<file path="src/rtl/ats21_pkg.sv">
// ats21_pkg -- shared types and widths for the ATS21 instruction issuer.
//   Opcode encoding of instruction bits [31:29], issuer FSM state type,
//   and the half-word / instruction / response data widths.
package ats21_pkg;

    localparam int HALF_W  = 16;
    localparam int INSTR_W = 32;
    localparam int DATA_W  = 24;
    localparam int STAT_W  = 2;
    localparam int SRC_W   = 2;

    typedef enum logic [2:0] {
        OP_NOP           = 3'b000,
        OP_SET_CLOCK     = 3'b001,
        OP_TOGGLE_BC     = 3'b010,
        OP_SET_MODE      = 3'b011,
        OP_SET_ALARM     = 3'b101,
        OP_SET_COUNTDOWN = 3'b110,
        OP_TOGGLE_AT     = 3'b111
    } ats21_opcode_e;

    typedef enum logic [1:0] {
        ST_IDLE = 2'd0,
        ST_HI   = 2'd1,
        ST_LO   = 2'd2,
        ST_WAIT = 2'd3
    } ats21_state_e;

endpackage

</file>
<file path="src/rtl/ats21_instr_fifo.sv">
// ats21_instr_fifo -- per-client instruction FIFO.
//   clk, reset (async active-low) ; push/din write side, pop/dout read side
//   (dout shows the head entry) ; full/empty status.
//   DEPTH must be a power of two so the pointers wrap for free.
module ats21_instr_fifo #(
    parameter int DEPTH = 2,
    parameter int WIDTH = 32
) (
    input  logic             clk,
    input  logic             reset,
    input  logic             push,
    input  logic [WIDTH-1:0] din,
    input  logic             pop,
    output logic [WIDTH-1:0] dout,
    output logic             full,
    output logic             empty
);

    localparam int AW = (DEPTH > 1) ? $clog2(DEPTH) : 1;
    localparam logic [AW:0] FULL_CNT = (AW+1)'(DEPTH);

    logic [WIDTH-1:0] r_mem [DEPTH];
    logic [AW-1:0]    r_wr;
    logic [AW-1:0]    r_rd;
    logic [AW:0]      r_cnt;
    logic             w_push;
    logic             w_pop;

    assign full   = (r_cnt == FULL_CNT);
    assign empty  = (r_cnt == '0);
    assign dout   = r_mem[r_rd];
    // A push while full is dropped even if a pop happens in the same cycle.
    assign w_push = push && !full;
    assign w_pop  = pop && !empty;

    always_ff @(posedge clk or negedge reset) begin
        if (!reset) begin
            r_wr  <= '0;
            r_rd  <= '0;
            r_cnt <= '0;
        end else begin
            if (w_push) r_wr <= r_wr + AW'(1);
            if (w_pop)  r_rd <= r_rd + AW'(1);
            case ({w_push, w_pop})
                2'b10:   r_cnt <= r_cnt + (AW+1)'(1);
                2'b01:   r_cnt <= r_cnt - (AW+1)'(1);
                default: r_cnt <= r_cnt;
            endcase
        end
    end

    // Storage needs no reset: occupancy decides what is valid.
    always_ff @(posedge clk) begin
        if (w_push) r_mem[r_wr] <= din;
    end

endmodule

</file>
<file path="src/rtl/ats21_issuer.sv">
// ats21_issuer -- pairs instructions from two clients (A, B) and issues them
//   to an ATS21 device as a high half-word strobe cycle followed by a low
//   half-word cycle, then waits for the device response.
// Ports:
//   clk, reset (async active-low)
//   a_valid/a_instr/a_ready, b_valid/b_instr/b_ready : client push interfaces
//   dut_req, dut_ctrlA, dut_ctrlB                    : device request side
//   dut_ready, dut_stat, dut_data                    : device response side
//   rsp_valid, rsp_stat, rsp_data, rsp_src, rsp_timeout : client response
//   busy : transaction in flight
// Build option: define ATS21_ISSUER_TIMEOUT_EN to end a WAIT that lasts
//   TIMEOUT_CYCLES cycles with a timeout response.
module ats21_issuer
    import ats21_pkg::*;
#(
    parameter int FIFO_DEPTH     = 2,
    parameter int TIMEOUT_CYCLES = 64
) (
    input  logic               clk,
    input  logic               reset,
    input  logic               a_valid,
    input  logic [INSTR_W-1:0] a_instr,
    output logic               a_ready,
    input  logic               b_valid,
    input  logic [INSTR_W-1:0] b_instr,
    output logic               b_ready,
    output logic               dut_req,
    output logic [HALF_W-1:0]  dut_ctrlA,
    output logic [HALF_W-1:0]  dut_ctrlB,
    input  logic               dut_ready,
    input  logic [STAT_W-1:0]  dut_stat,
    input  logic [DATA_W-1:0]  dut_data,
    output logic               rsp_valid,
    output logic [STAT_W-1:0]  rsp_stat,
    output logic [DATA_W-1:0]  rsp_data,
    output logic [SRC_W-1:0]   rsp_src,
    output logic               rsp_timeout,
    output logic               busy
);

    ats21_state_e       r_state;
    logic               r_en;
    logic [INSTR_W-1:0] r_cur_a;
    logic [INSTR_W-1:0] r_cur_b;
    logic [SRC_W-1:0]   r_src;
    logic               r_req;
    logic [HALF_W-1:0]  r_ctrl_a;
    logic [HALF_W-1:0]  r_ctrl_b;
    logic               r_busy;
    logic               r_rsp_valid;
    logic [STAT_W-1:0]  r_rsp_stat;
    logic [DATA_W-1:0]  r_rsp_data;
    logic [SRC_W-1:0]   r_rsp_src;

    logic               w_a_full, w_a_empty, w_a_pop;
    logic               w_b_full, w_b_empty, w_b_pop;
    logic [INSTR_W-1:0] w_a_head, w_b_head;
    logic [INSTR_W-1:0] w_sel_a, w_sel_b;

    // The high halves of cur_a/cur_b go straight to the ctrl registers at
    // the IDLE decision, so the stored copies are only read for the low half.
    logic w_cur_hi_unused;
    assign w_cur_hi_unused = ^{r_cur_a[INSTR_W-1:HALF_W], r_cur_b[INSTR_W-1:HALF_W],
                               TIMEOUT_CYCLES[0]};

    // r_en keeps both readies low during reset and for no longer.
    assign a_ready = r_en && !w_a_full;
    assign b_ready = r_en && !w_b_full;

    assign w_a_pop = (r_state == ST_IDLE) && !w_a_empty;
    assign w_b_pop = (r_state == ST_IDLE) && !w_b_empty;
    // An empty client contributes a NOP to the paired transaction.
    assign w_sel_a = w_a_empty ? '0 : w_a_head;
    assign w_sel_b = w_b_empty ? '0 : w_b_head;

    ats21_instr_fifo #(.DEPTH(FIFO_DEPTH), .WIDTH(INSTR_W)) u_fifo_a (
        .clk   (clk),
        .reset (reset),
        .push  (a_valid && a_ready),
        .din   (a_instr),
        .pop   (w_a_pop),
        .dout  (w_a_head),
        .full  (w_a_full),
        .empty (w_a_empty)
    );

    ats21_instr_fifo #(.DEPTH(FIFO_DEPTH), .WIDTH(INSTR_W)) u_fifo_b (
        .clk   (clk),
        .reset (reset),
        .push  (b_valid && b_ready),
        .din   (b_instr),
        .pop   (w_b_pop),
        .dout  (w_b_head),
        .full  (w_b_full),
        .empty (w_b_empty)
    );

`ifdef ATS21_ISSUER_TIMEOUT_EN
    localparam int TMO_W = (TIMEOUT_CYCLES > 1) ? $clog2(TIMEOUT_CYCLES) : 1;
    localparam logic [TMO_W-1:0] TMO_LAST = TMO_W'(TIMEOUT_CYCLES - 1);
    logic [TMO_W-1:0] r_tmo_cnt;
    logic             r_rsp_timeout;
    assign rsp_timeout = r_rsp_timeout;
`else
    assign rsp_timeout = 1'b0;
`endif

    always_ff @(posedge clk or negedge reset) begin
        if (!reset) begin
            r_state     <= ST_IDLE;
            r_en        <= 1'b0;
            r_cur_a     <= '0;
            r_cur_b     <= '0;
            r_src       <= '0;
            r_req       <= 1'b0;
            r_ctrl_a    <= '0;
            r_ctrl_b    <= '0;
            r_busy      <= 1'b0;
            r_rsp_valid <= 1'b0;
            r_rsp_stat  <= '0;
            r_rsp_data  <= '0;
            r_rsp_src   <= '0;
`ifdef ATS21_ISSUER_TIMEOUT_EN
            r_tmo_cnt     <= '0;
            r_rsp_timeout <= 1'b0;
`endif
        end else begin
            r_en        <= 1'b1;
            r_rsp_valid <= 1'b0;
            case (r_state)
                ST_IDLE: begin
                    if (!w_a_empty || !w_b_empty) begin
                        r_cur_a  <= w_sel_a;
                        r_cur_b  <= w_sel_b;
                        r_src    <= {!w_b_empty, !w_a_empty};
                        r_req    <= 1'b1;
                        r_ctrl_a <= w_sel_a[INSTR_W-1:HALF_W];
                        r_ctrl_b <= w_sel_b[INSTR_W-1:HALF_W];
                        r_busy   <= 1'b1;
                        r_state  <= ST_HI;
                    end
                end
                ST_HI: begin
                    r_req    <= 1'b0;
                    r_ctrl_a <= r_cur_a[HALF_W-1:0];
                    r_ctrl_b <= r_cur_b[HALF_W-1:0];
                    r_state  <= ST_LO;
                end
                ST_LO: begin
                    r_ctrl_a <= '0;
                    r_ctrl_b <= '0;
`ifdef ATS21_ISSUER_TIMEOUT_EN
                    r_tmo_cnt <= '0;
`endif
                    r_state  <= ST_WAIT;
                end
                ST_WAIT: begin
                    if (dut_ready) begin
                        r_rsp_valid <= 1'b1;
                        r_rsp_stat  <= dut_stat;
                        r_rsp_data  <= dut_data;
                        r_rsp_src   <= r_src;
`ifdef ATS21_ISSUER_TIMEOUT_EN
                        r_rsp_timeout <= 1'b0;
`endif
                        r_busy      <= 1'b0;
                        r_state     <= ST_IDLE;
                    end
`ifdef ATS21_ISSUER_TIMEOUT_EN
                    else if (r_tmo_cnt == TMO_LAST) begin
                        r_rsp_valid   <= 1'b1;
                        r_rsp_stat    <= '0;
                        r_rsp_data    <= '0;
                        r_rsp_src     <= r_src;
                        r_rsp_timeout <= 1'b1;
                        r_busy        <= 1'b0;
                        r_state       <= ST_IDLE;
                    end else begin
                        r_tmo_cnt <= r_tmo_cnt + TMO_W'(1);
                    end
`endif
                end
                default: r_state <= ST_IDLE;
            endcase
        end
    end

    assign dut_req   = r_req;
    assign dut_ctrlA = r_ctrl_a;
    assign dut_ctrlB = r_ctrl_b;
    assign busy      = r_busy;
    assign rsp_valid = r_rsp_valid;
    assign rsp_stat  = r_rsp_stat;
    assign rsp_data  = r_rsp_data;
    assign rsp_src   = r_rsp_src;

endmodule

</file>
<file path="config.mk">
export PLATFORM = sky130hd
export DESIGN_NAME = ats21_issuer
export DESIGN_NICKNAME = d
export VERILOG_FILES = /design/src/rtl/ats21_pkg.sv /design/src/rtl/ats21_instr_fifo.sv /design/src/rtl/ats21_issuer.sv
export SDC_FILE = /design/constraint.sdc
export NUM_CORES = 1
export LEC_CHECK = 0
export CAP_MARGIN = 0
export CORE_ASPECT_RATIO = 1.4
export CORE_UTILIZATION = 57
export DETAILED_ROUTE_END_ITERATION = 7
export GPL_TIMING_DRIVEN = 0
export PLACE_DENSITY = 0.89
export SYNTH_ARGS = -nofsm -noshare
export SYNTH_HDL_FRONTEND = slang
export SYNTH_SLANG_ARGS = --single-unit
</file>
<file path="constraint.sdc">
create_clock -name clk -period 5.35 [get_ports clk]
set_clock_uncertainty 0.05 [all_clocks]
set_input_delay 1.07 -clock clk [delete_from_list [all_inputs] [get_ports clk]]
set_output_delay 1.07 -clock clk [all_outputs]
set_load 0.02 [all_outputs]
</file>
## Yosys cells after proc, flatten, opt, wreduce, memory -nomap -nowiden

Memories as Yosys holds them, arrays and structs flattened.
Cells that the tools add are included.

| storage, ports and cells | value |
|---|---|
| register bits after elaboration | 108 |
| memory bits (writable) | 128 |
| output and inout bits | 66 |
| logic and storage cells | 90 |
| memories kept | 2 |

| operators by class | value |
|---|---|
| add/sub/neg operators | 8 |
| eq/ne operators | 11 |
| mux-type cells | 21 |
| reductions and logical operators | 29 |

Memory list:

| name | depth | width | rd ports | clocked after Yosys merged registers in | write ports | RTL line | text |
|---|---|---|---|---|---|---|---|
| u_fifo_a.r_mem | 2 | 32 | 1 | 0 | 1 | ats21_instr_fifo.sv:22 | `logic [WIDTH-1:0] r_mem [DEPTH];` |
| u_fifo_b.r_mem | 2 | 32 | 1 | 0 | 1 | ats21_instr_fifo.sv:22 |  |

Operators by type and width:

| cell | number |
|---|---|
| 16-bit one-hot mux with 3 select lines | 2 |
| 32-bit 2-to-1 mux | 2 |
| 16-bit 2-to-1 mux | 2 |
| 2-bit == test, second input constant | 6 |
| 1-bit logical AND | 10 |
| 2-bit AND reduction | 5 |
| 1-bit 2-to-1 mux | 8 |
| 2-bit one-hot mux with 2 select lines | 2 |
| 2-bit one-hot mux with 4 select lines | 1 |
| 2-bit nonzero test | 4 |
| 2-bit by 1-bit == test with 1-bit output, second input constant | 3 |
| 2-bit zero test | 3 |
| 1-bit adder, second input constant | 4 |
| 2-bit by 1-bit adder with 2-bit output, second input constant | 2 |
| 1-bit zero test | 4 |
| 2-bit 2-to-1 mux | 2 |
| 1-bit one-hot mux with 2 select lines | 2 |
| 2-bit by 1-bit subtractor with 2-bit output, second input constant | 2 |
| 3-bit AND reduction | 1 |
| 3-bit nonzero test | 1 |
| 2-bit by 1-bit inequality test with 1-bit output, second input constant | 1 |
| 2-bit inequality test, second input constant | 1 |
| 1-bit logical OR | 1 |

## Depth between registers and ports, before layout

| logic depth | value |
|---|---|
| depth after elaboration | 7 |
| depth in mapped cells | 9 |
| mapped depth without buffers | 8 |

## Modules after synthesis

From an unflattened synthesis, not the netlist that was laid out.

| second synthesis, totals | value |
|---|---|
| cells, all modules | 557 |
| area total of the unflattened synthesis | 9390.3 um^2 |

Modules (own cells, without submodules):

| module | times used | cells an instance | area an instance (um^2) | sequential area each (um^2) |
|---|---|---|---|---|
| ats21_instr_fifo | 2 | 118 | 2658.8 | 2021.9 |
| ats21_issuer | 1 | 321 | 4072.7 | 2502.4 |

## Worst setup path after synthesis

OpenSTA, ideal clock, no wires.

| path | value |
|---|---|
| path kind | input to register |
| start | input a_valid |
| end | memory u_fifo_a.r_mem[0][0] (enable) |
| arrival | 2590 ps |
| setup slack | 2289 ps |
| stages | 2 |
| buffers on the path | 0 |
| path through | o211ai_1 -> nor2_1 |

| on the way | value |
|---|---|
| longest elaborated chain between the ends | 4 |

RTL lines:

| element | RTL line | text |
|---|---|---|
| start, declared | ats21_issuer.sv:21 | `input logic a_valid,` |
| 1-bit logical AND | ats21_issuer.sv:79 | `.push (a_valid && a_ready),` |
| 1-bit logical AND | ats21_instr_fifo.sv:33 | `assign w_push = push && !full;` |
| 1-bit 2-to-1 mux | ats21_instr_fifo.sv:54 | `if (w_push) r_mem[r_wr] <= din;` |
| 1-bit 2-to-1 mux (not written as such) | ats21_instr_fifo.sv:54 |  |
| end, declared | ats21_instr_fifo.sv:22 |  |

No other way between the ends.

## Worst setup path in the final report

| path | value |
|---|---|
| start | register u_fifo_a.r_cnt[1] |
| end | output a_ready |

| on the way | value |
|---|---|
| longest elaborated chain between the ends | 3 |

RTL lines:

| element | RTL line | text |
|---|---|---|
| start, declared | ats21_instr_fifo.sv:25 | `logic [AW:0] r_cnt;` |
| start signal, assigned | ats21_instr_fifo.sv:45 | `2'b10: r_cnt <= r_cnt + (AW+1)'(1);` |
| start signal, assigned | ats21_instr_fifo.sv:46 | `2'b01: r_cnt <= r_cnt - (AW+1)'(1);` |
| start signal, assigned | ats21_instr_fifo.sv:47 | `default: r_cnt <= r_cnt;` |
| 2-bit == test | ats21_instr_fifo.sv:29 | `assign full = (r_cnt == FULL_CNT);` |
| 1-bit zero test | ats21_issuer.sv:67 | `assign a_ready = r_en && !w_a_full;` |
| 1-bit logical AND | ats21_issuer.sv:67 |  |
| end, declared | ats21_issuer.sv:23 | `output logic a_ready,` |

No other way between the ends.

==> impl_metrics.ini <==
[floorplanning]
die_x_um = 109
coreArea_mm2 = 0.0157
placementRows = 54
io_pins = 161
die_area_mm2 = 0.0166
die_y_um = 152
initial_utilization = 0.584

[layout]
nets = 834
nFillCells = 922
multiInputGateArea_mm2 = 0.00243
drive_gt1_frac = 0.158
syn_to_final_growth_pct = 28.5
final_util = 0.750
final_cells = 944
seqCellArea_mm2 = 0.00655

[clock_network]
post_cts_buffers = 0
cts_buffer_depth = 3
cts_resized = 0
cts-root-buf = clkbuf_16
ctsHoldBuffers = 0
cts_buffers = 22
clkLatencyLatePin_ns = 0.50
cts_sinks = 236
cts_tree = yes
clkTransAtPathRegs_ns = 0.07
h-tree-depth = 1

[placed_design]
gp_congestion = 0.751
dpl.hpwl_um = 12900
numPortBuffers = 159
dp_cells = 903
post-place-ws_ns = 2.31

[timing]
tightestPinTransition_ns = 0.992
grt_setup_unrepaired = no
hold_viol = 0
timing.fmax_mhz = 326
period_needed_ns = 3.07
tns_ns = 0
timing.final.crit_share = 0.573
finalSetupViolations = 0
timing.final.max_slew_violations = 0
setup_ws_ns = 2.28
maxSlewHeadroom = 0.337

[critical_path]
path_cells = inv_1 > o21a_1 > clkdlybuf4s50_1
cp.required_ns = 4.23
slowest_delay_ns = 0.65
critical_path_peak_fanout = 5
critPathKind = flip-flop to output port
cp_slowest_cell = clkdlybuf4s50_1
r2r_start = r_state[0]$_DFFE_PN0P_
r2r_slack_ns = 2.96
r2r_cells = 9
cp-end-kind = output port
cp-start-kind = flip-flop
reg2reg_to = u_fifo_b.r_cnt[1]$_DFFE_PN0P_
cp_data_arrival_time_ns = 1.95

[power_and_ir_drop]
p_sw_mw = 2.33
combPwrFrac = 0.388
p_int_mw = 4.71
p_leak_nw = 4.73
sw_frac_of_total = 0.331
seqPwrFrac = 0.387
ir_worst_vdd_mv = 0.476
clkPwrFrac = 0.225
power_mw = 7.03
power.density_mw_per_mm2 = 598

[routing]
antenna_left = 0
route.detailed.drc = 0
vias_per_cell = 5.60
totalWireLength_um = 19700
vias = 5290
detail_route.first_pass.iterations = 4
drt_iter0_drc = 248
post_drt_wl_per_cell_um = 20.9

[synthesis]
synthAdderAreaFrac = 0.0109
synth-seq-cells = 236
synth-xor-area-share = 0.00956
syn-cell-area_mm2 = 0.00916
yosysUniqueCellTypes = 30
synth_compound_area_frac = 0.0597
avgSynthCellArea_um2 = 16.7
yosysTopAreaCell = edfxtp_1
ys_warn_count = 0
synth.top_cell.area_share = 0.420
yosysSeqAreaShare = 0.715
synthesis.nets = 650
synth.area.mux_share = 0.159
synth_area_leaders = edfxtp_1 (42%), dfrtp_1 (30%), mux2i_1 (7.2%)
syn_inst = 547
synthSimpleGateAreaFrac = 0.0235
synth_top_family_by_area = multiplexers

[grt]
grtUsageMet1 = 0.285
busiest_layer = met2
grt_antenna_before_repair = 1
met3_usage = 0.0450
grt_util_all_layers = 0.252
grt_pass1_wl_um = 31200
grt_start_max_net_pins = 64
first_global_vias = 6002
grt_util_met2 = 0.450
grt_overflow_total = 0

[hold_path]
min_to = r_cur_a[1]$_DFFE_PN0P_
min-delay-start = r_cur_a[1]$_DFFE_PN0P_
min_delay_path_depth = 2
hp-class = flip-flop to flip-flop

[run_status]
outcome = complete, no violations

[run]
drv_cap = 0
-- critical path: cells and delay by family (launching register included) --
family                 cells  cell delay (ns)
buffers and inverters      2             0.80
AOI/OAI and AO/OA          1             0.18
DFF                        1             0.46
-- placed cells by master (no fill, tap or decap), types with 3 or more instances in the layout --
master           Yosys  routed
xnor2_1             10      10
nor2_1               5       3
clkbuf_1            13      22
mux2_4              30      30
clkbuf_16            0      23
edfxtp_1           128     128
nand2_1             37      37
ha_1                 8       8
o21ai_0             30      30
mux2_2              31      31
buf_2               11      11
clkdlybuf4s50_1      0     158
o21ai_1              5       5
o2bb2ai_1           32      32
buf_6                4       4
mux2i_1             66      66
inv_1                8       8
dfrtp_1            108     108
buf_4                2       3
bufinv_16            0       3
-- registers in the layout, indices dropped and copies added (netlist names) --
register / cells
u_fifo_a.r_mem: 64
u_fifo_b.r_mem: 64
rsp_data: 24
dut_ctrlA: 16
dut_ctrlB: 16
r_cur_a: 16
r_cur_b: 16
r_src: 2
r_state: 2
rsp_src: 2
rsp_stat: 2
u_fifo_a.r_cnt: 2
u_fifo_b.r_cnt: 2
busy: 1
dut_req: 1
r_en: 1
rsp_valid: 1
u_fifo_a.r_rd: 1
u_fifo_a.r_wr: 1
u_fifo_b.r_rd: 1
u_fifo_b.r_wr: 1
-- Yosys cell counts, drive strengths merged --
master   count
edfxtp     128
nor2b        2
o21a         2
buf         17
mux2        61
a21oi        2
nor2         5
mux2i       66
a22o         1
o21bai       2
ha           8
and2         1
inv          8
o41ai        1
o2bb2ai     32
nand2       37
nand3        1
dfrtp      108
and3         2
o211ai       2
conb         2
nor4         1
xnor2       10
clkbuf      13
o21ai       35
-- routing by layer --
layer / vias up / part of all wire
met5: - / 0
met4: 0 / 0.043
met3: 62 / 0.053
met2: 188 / 0.55
met1: 2656 / 0.36
li1: 2384 / -
-- layout make-up --
type / count / share of cell area
clock inverters: 8 / 0.00979
repair buffers: 160 / 0.137
clock buffers: 32 / 0.0518
multi-input cells: 273 / 0.207
well taps: 196 / 0.0208
inverters: 8 / 0.00255
plain buffers: 30 / 0.0139
flip-flops and latches: 236 / 0.556
diodes: 1 / 0.000213
-- kinds of logic after synthesis --
family                   Yosys count
flip-flops                       236
multiplexers                     127
AO/OA/AOI/OAI                     77
AND/OR/NAND/NOR                   49
buffers and inverters             38
XOR/XNOR                          10
adder cells (fa/ha/maj)            8
other                              2
-- stage by stage --
stage               hold slack (ns)  area, µm²
floorplan                     0.393       9160
global placement              0.413      11000
detailed placement            0.423      11000
CTS                           0.437      11800
global route                  0.473      11800
finish                        0.436      11800
-- power by group through the flow --
stage          sequential, mW  clock (mW)  combinational (mW)
2_1_floorplan            2.93           0                1.52
3_3_place_gp             2.71           0                2.58
3_5_place_dp             2.74           0                2.71
4_1_cts                  2.72        1.60                2.75
5_1_grt                  2.77        1.68                2.93
6_report                 2.72        1.58                2.73
-- worst max-delay path by stage --
stage                                        startpoint                         endpoint  slack, ns  cells after the start
final                     u_fifo_a.r_cnt[1]$_DFFE_PN0P_                          a_ready       2.28                      3
after global routing      u_fifo_a.r_cnt[1]$_DFFE_PN0P_                          a_ready       2.18                      3
after CTS                 u_fifo_a.r_cnt[1]$_DFFE_PN0P_                          a_ready       2.27                      3
after detailed placement                        a_valid  u_fifo_a.r_mem[0][10]$_DFFE_PP_       2.31                      3
after global placement                            reset        dut_ctrlA[10]$_DFFE_PN0P_      -0.82                      1
after floorplan                                 a_valid   u_fifo_a.r_mem[0][0]$_DFFE_PP_       2.29                      2
(Power assumes the default switching activity.)
